[src/rtl/sfx_scheduler.sv]
// -----------------------------------------------------------------------------
// sfx_scheduler
//
// Shares the single speaker tone generator between the background-music
// sequencer and N_REQ sound-effect requesters. A granted effect plays for
// max(dur,1) duration ticks. It is followed by GAP_TICKS silent ticks for
// articulation. When no effect is running, the music note passes through.
//
// Build option:
//   SFX_ROUND_ROBIN_EN  defined   -> round-robin arbitration. The search
//                                    starts at the last winner + 1.
//                       undefined -> fixed priority. The lowest index wins.
//
// Ports:
//   clk           system clock
//   rst_n         asynchronous active-low reset
//   sfx_req_i     level request per requester, held until ack
//   sfx_note_i    note for requester i at [6i+5:6i], sampled at grant
//   sfx_dur_i     duration in ticks for requester i, sampled at grant
//   sfx_ack_o     one-cycle grant pulse (one-hot)
//   sfx_done_o    one-cycle end-of-effect pulse (one-hot)
//   music_note_i  background note from the sequencer
//   music_en_i    1 = music audible while idle
//   fullnote_o    registered note to the tone generator (0 = rest)
//   sfx_active_o  high while an effect or its gap is in progress
// -----------------------------------------------------------------------------
module sfx_scheduler #(
    parameter int N_REQ     = 4,
    parameter int TICK_DIV  = 250000,
    parameter int DUR_W     = 8,
    parameter int GAP_TICKS = 2
) (
    input  logic                   clk,
    input  logic                   rst_n,
    input  logic [N_REQ-1:0]       sfx_req_i,
    input  logic [6*N_REQ-1:0]     sfx_note_i,
    input  logic [DUR_W*N_REQ-1:0] sfx_dur_i,
    output logic [N_REQ-1:0]       sfx_ack_o,
    output logic [N_REQ-1:0]       sfx_done_o,
    input  logic [5:0]             music_note_i,
    input  logic                   music_en_i,
    output logic [5:0]             fullnote_o,
    output logic                   sfx_active_o
);

    localparam int IDX_W = (N_REQ > 1) ? $clog2(N_REQ) : 1;
    localparam int PS_W  = $clog2(TICK_DIV);
    localparam int GAP_W = (GAP_TICKS > 0) ? $clog2(GAP_TICKS + 1) : 1;
    // One counter serves both the effect duration and the silent gap.
    localparam int CNT_W = (DUR_W > GAP_W) ? DUR_W : GAP_W;

    typedef enum logic [1:0] {
        ST_IDLE,
        ST_PLAY,
        ST_GAP
    } state_t;

    state_t               state_q;
    logic [PS_W-1:0]      ps_q;
    logic [CNT_W-1:0]     cnt_q;
    logic [IDX_W-1:0]     owner_q;
    logic [5:0]           fullnote_q;
    logic [N_REQ-1:0]     ack_q;
    logic [N_REQ-1:0]     done_q;
    logic                 active_q;

    logic [5:0]           note_arr [N_REQ];
    logic [DUR_W-1:0]     dur_arr  [N_REQ];

    genvar gi;
    generate
        for (gi = 0; gi < N_REQ; gi++) begin : g_unpack
            assign note_arr[gi] = sfx_note_i[6*gi +: 6];
            assign dur_arr[gi]  = sfx_dur_i[DUR_W*gi +: DUR_W];
        end
    endgenerate

    logic             tick;
    logic [5:0]       music_sel;
    logic             grant_vld;
    logic [IDX_W-1:0] grant_idx;
    logic [CNT_W-1:0] dur_load;

    assign tick      = (ps_q == PS_W'(TICK_DIV - 1));
    assign music_sel = music_en_i ? music_note_i : 6'd0;
    // A zero duration still plays one full tick.
    assign dur_load  = (dur_arr[grant_idx] == '0) ? CNT_W'(1) : CNT_W'(dur_arr[grant_idx]);

`ifdef SFX_ROUND_ROBIN_EN
    logic [IDX_W-1:0] rr_ptr_q;

    always_comb begin
        int               cand;
        logic [IDX_W-1:0] cand_idx;
        grant_vld = 1'b0;
        grant_idx = '0;
        cand      = 0;
        cand_idx  = '0;
        for (int k = 0; k < N_REQ; k++) begin
            cand     = (int'(rr_ptr_q) + 1 + k) % N_REQ;
            cand_idx = IDX_W'(cand);
            if (!grant_vld && sfx_req_i[cand_idx]) begin
                grant_vld = 1'b1;
                grant_idx = cand_idx;
            end
        end
    end
`else
    always_comb begin
        logic [IDX_W-1:0] k_idx;
        grant_vld = 1'b0;
        grant_idx = '0;
        k_idx     = '0;
        for (int k = 0; k < N_REQ; k++) begin
            k_idx = IDX_W'(k);
            if (!grant_vld && sfx_req_i[k_idx]) begin
                grant_vld = 1'b1;
                grant_idx = k_idx;
            end
        end
    end
`endif

    always_ff @(posedge clk or negedge rst_n) begin
        if (!rst_n) begin
            state_q    <= ST_IDLE;
            ps_q       <= '0;
            cnt_q      <= '0;
            owner_q    <= '0;
            fullnote_q <= '0;
            ack_q      <= '0;
            done_q     <= '0;
            active_q   <= 1'b0;
`ifdef SFX_ROUND_ROBIN_EN
            // Start at the last requester so that requester 0 wins first.
            rr_ptr_q   <= IDX_W'(N_REQ - 1);
`endif
        end else begin
            ack_q  <= '0;
            done_q <= '0;
            ps_q   <= tick ? '0 : ps_q + 1'b1;
            case (state_q)
                ST_IDLE: begin
                    fullnote_q <= music_sel;
                    if (grant_vld) begin
                        state_q            <= ST_PLAY;
                        ps_q               <= '0;
                        cnt_q              <= dur_load;
                        owner_q            <= grant_idx;
                        fullnote_q         <= note_arr[grant_idx];
                        ack_q[grant_idx]   <= 1'b1;
                        active_q           <= 1'b1;
`ifdef SFX_ROUND_ROBIN_EN
                        rr_ptr_q           <= grant_idx;
`endif
                    end
                end
                ST_PLAY: begin
                    if (tick) begin
                        if (cnt_q == CNT_W'(1)) begin
                            done_q[owner_q] <= 1'b1;
                            if (GAP_TICKS == 0) begin
                                state_q    <= ST_IDLE;
                                fullnote_q <= music_sel;
                                active_q   <= 1'b0;
                            end else begin
                                state_q    <= ST_GAP;
                                fullnote_q <= '0;
                                cnt_q      <= CNT_W'(GAP_TICKS);
                                ps_q       <= '0;
                            end
                        end else begin
                            cnt_q <= cnt_q - 1'b1;
                        end
                    end
                end
                ST_GAP: begin
                    if (tick) begin
                        if (cnt_q == CNT_W'(1)) begin
                            // Music returns in the same edge that leaves the gap.
                            state_q    <= ST_IDLE;
                            fullnote_q <= music_sel;
                            active_q   <= 1'b0;
                        end else begin
                            cnt_q <= cnt_q - 1'b1;
                        end
                    end
                end
                default: state_q <= ST_IDLE;
            endcase
        end
    end

    assign sfx_ack_o    = ack_q;
    assign sfx_done_o   = done_q;
    assign fullnote_o   = fullnote_q;
    assign sfx_active_o = active_q;

endmodule
[config.mk]
export PLATFORM = sky130hd
export DESIGN_NAME = sfx_scheduler
export DESIGN_NICKNAME = d
export VERILOG_FILES = /design/src/rtl/sfx_scheduler.sv
export SDC_FILE = /design/constraint.sdc
export NUM_CORES = 1
export LEC_CHECK = 0
export ABC_AREA = 0
export CORE_ASPECT_RATIO = 1.1
export CORE_MARGIN = 3
export CORE_UTILIZATION = 25
export DETAILED_ROUTE_END_ITERATION = 7
export HOLD_SLACK_MARGIN = 0.12
export PLACE_DENSITY = 0.58
export SYNTH_ARGS = -nofsm -noshare
export SYNTH_HDL_FRONTEND = slang
export SYNTH_SLANG_ARGS = --single-unit
[constraint.sdc]
create_clock -name clk -period 2.37 [get_ports clk]
set_clock_uncertainty 0.15 [all_clocks]
set_input_delay 0.5925 -clock clk [delete_from_list [all_inputs] [get_ports clk]]
set_output_delay 0.5925 -clock clk [all_outputs]
set_load 0.02 [all_outputs]
==> reports/results.tsv <==
stage	metric	value	unit
clocking	cts_root_buf	clkbuf_16	
placed_design	port_buffers	83	
job	cap_violations	0	
sta	max_freq	0.437	GHz
routing	avgViaCountPerCell	4.92	
run_status	status	finished, final reports clean	
critical_path	endpoint_kind	flip-flop	
finish	nets	510	
critical_path	startpoint	sfx_req_i[3]	
critical_path	reg2reg_to	cnt_q[5]	
floorplanning	core_area	0.0112	sq mm
sta	tightest_slew	0.561	ns
min_path	min_path_type	input pin to asynchronous set/reset pin	
yosys	ys_async_sr_fraction	100	%
critical_path	reg2reg_slack	0.16	ns
yosys	yosys.cell_types.count	58	
yosys	synth.ff_latch_count	45	
finish	regArea	0.00113	sq mm
critical_path	r2r_start	ps_q[0]	
floorplanning	die_h	120	um
clocking	clock_sinks	45	
routing	drtIter0Drc	139	
routing	drc	0	
floorplanning	ios	84	
routing	ant_nets	0	
placed_design	place_congestion	0.826	
clocking	cts_buffer_depth	2	
clocking	clk_pin_slew	0.07	ns
finish	multiInputGateArea	0.00177	sq mm
floorplanning	initial_core_util	26.2	%
clocking	hold_buffers	0	
critical_path	rr_worst_depth	8	
routing	vias	2866	
placed_design	hpwl	7.22	mm
placed_design	dp_cells	571	
global_route	grt_pass1_wl	14.9	mm
sta	period_minus_slack	2.29	ns
routing	drt-pass1-iter-count	4	
global_route	grt_pass1_vias	3048	
yosys	syn-num-nets	394	
clocking	cts_buffers	5	
sta	period_share	96.6	%
floorplanning	dieWidth	109	um
finish	diodes	0	
yosys	synthFlopType	dfrtp_1	
yosys	yosys_warnings	0	
finish	syn_to_final_growth	50.8	%
floorplanning	num_rows	40	
yosys	synth_edf_count	0	
critical_path	path_class	input pin to flip-flop	
yosys	netlist_instances	318	
power_and_ir_drop	cellLeakagePower	1.87	nW
sta	hold_slack	0.142	ns
clocking	cts_tree	built	
critical_path	cp.required	2.39	ns
power_and_ir_drop	vdd_drop_max	0.366	mV
clocking	clk_latency	0.29	ns
critical_path	cp.arrival	2.31	ns
critical_path	crit_path_start_kind	input pin	
finish	layout.cells.non_filler	582	
critical_path	path_max_fanout	4	
power_and_ir_drop	powerDensity	772	mW/mm^2
finish	n_fill_cell	1134	
yosys	syn_area_per_cell	9.25	sq um
yosys	ys_seq_area_share	38.3	%
sta	max_slew_margin	62.3	%
sta	final-hold-violation-count	0	
placed_design	post-place-ws	-0.651	ns
sta	setup_violations	0	
routing	wl_per_cell	15.7	um
finish	drive_above_1_share	19.5	%
global_route	grt_usage	14.1	%
sta	setup_slack	0.0796	ns
floorplanning	dieArea	0.0131	sq mm
global_route	antenna_found_initial	0	
global_route	grt_start_max_net_pins	24	
yosys	synth_area	0.00294	sq mm
clocking	htree_num_levels	2	
global_route	grt_overflow_total	0	
routing	routed_wl	9.16	mm
sta	report.final.slew_viol_count	0	
==> how the worst max path moves through the flow <==
| stage | end | cells after the start |
|---|---|---|
| 6_report | cnt_q[0] | 8 |
| 5_1_grt | cnt_q[4] | 8 |
| 4_1_cts | cnt_q[5] | 8 |
| 3_5_place_dp | fullnote_o[0] | 7 |
| 3_3_place_gp | fullnote_o[0] | 7 |
| 2_1_floorplan | cnt_q[0] | 8 |
==> cells in the final DEF, fill, tap and decap left out, types with 3 or more instances in the layout <==
cell type / instances
a21oi_1: 21
a221oi_2: 6
a31oi_1: 4
and3_1: 9
buf_4: 36
buf_6: 3
clkbuf_16: 5
clkdlybuf4s50_1: 78
dfrtp_1: 45
dlygate4sd2_1: 4
ha_1: 7
inv_1: 13
mux2_2: 13
mux4_1: 4
nand2_1: 26
nand2b_1: 3
nand3_1: 9
nand3b_1: 3
nor2_1: 45
nor3_1: 8
nor4_1: 4
o21ai_0: 20
o32ai_1: 6
xnor2_1: 8
xor2_1: 8
==> registers in the layout, summed over array words and instances (netlist names) <==
signal	flops
cnt_q	8
fullnote_o	6
owner_q	2
ps_q	18
sfx_ack_o	4
sfx_active_o	1
sfx_done_o	4
state_q	2
==> kinds of logic after synthesis <==
group	count (synthesis)	share of synthesized area, %
AOI/OAI and AO/OA	77	17.7
DFF	45	38.3
and+or+nand+nor	126	21.7
buffers and inverters	27	4.00
xor gates and xnor gates	16	4.76
adders and majority gates	7	2.98
muxes	20	10.5
==> report_power, final <==
group | internal (mW) | switching [mW] | total (mW)
registers | 0.951 | 0.135 | 1.09
clock network | 0.507 | 0.313 | 0.820
logic | 0.720 | 0.796 | 1.52
==> layer usage <==
metal  track usage (%)  routed length (um)
met1              17.4                3810
met5                 0                   0
met3              2.69                 380
met4              3.74                 125
met2              24.9                4840
==> what timing repair did <==
action | 4_1_cts | 5_1_grt
resized for setup | 14 | 8
pin swaps | 2 | 0
endpoints found under the setup margin | 14 | 13
buffers inserted | 3 | 0
==> cell usage after synthesis (all sizes together) (2+ instances only) <==
cell    number  area (sq um)
a221oi       7          61.3
clkbuf       6          22.5
o22ai        2          18.8
nor3b        2          15.0
nand2b       3          18.8
nor2        47           186
and3         9          56.3
xor2         8          70.1
a31oi        4          25.0
nand2       26          97.6
nand4        2          18.8
mux2        13           146
mux4         6           154
nor3        10          55.1
or4          2          15.0
nor4         6          52.6
a22oi        2          15.0
a221o        2          20.0
a21oi       21           105
ha           7          87.6
nand3b       3          22.5
inv         13          48.8
dfrtp       45          1130
xnor2        8          70.1
o32ai        6          52.6
buf          7          42.5
nand3       10          50.1
o21ai       23           126
==> final cells by class <==
type,count,share of cell area (%)
clock buffers,5,2.82
clock inverters,3,1.13
multi-input cells,246,40.0
well taps,147,4.15
flip-flops and latches,45,25.4
inverters,14,1.18
repair buffers,122,25.4
==> critical path: stages <==
cell and delay, ns:
dlygate4sd2_1 0.26, nor2b_4 0.14, o21ai_4 0.19, buf_6 0.15, mux4_2 0.51, a2bb2oi_2 0.14
o21ai_1 0.07, mux2_2 0.26
==> metrics by stage <==
step	utilization, %	cell area [sq um]	setup TNS, ns	power [mW]
2_1_floorplan	-	2950	0	1.96
3_5_place_dp	37.1	4160	-9.67	2.59
4_1_cts	39.3	4400	0	3.44
6_report	39.6	4440	0	3.42
3_3_place_gp	37.1	4160	-9.31	2.57
5_1_grt	39.6	4440	-0.00956	3.66
(Power assumes the default switching activity.)
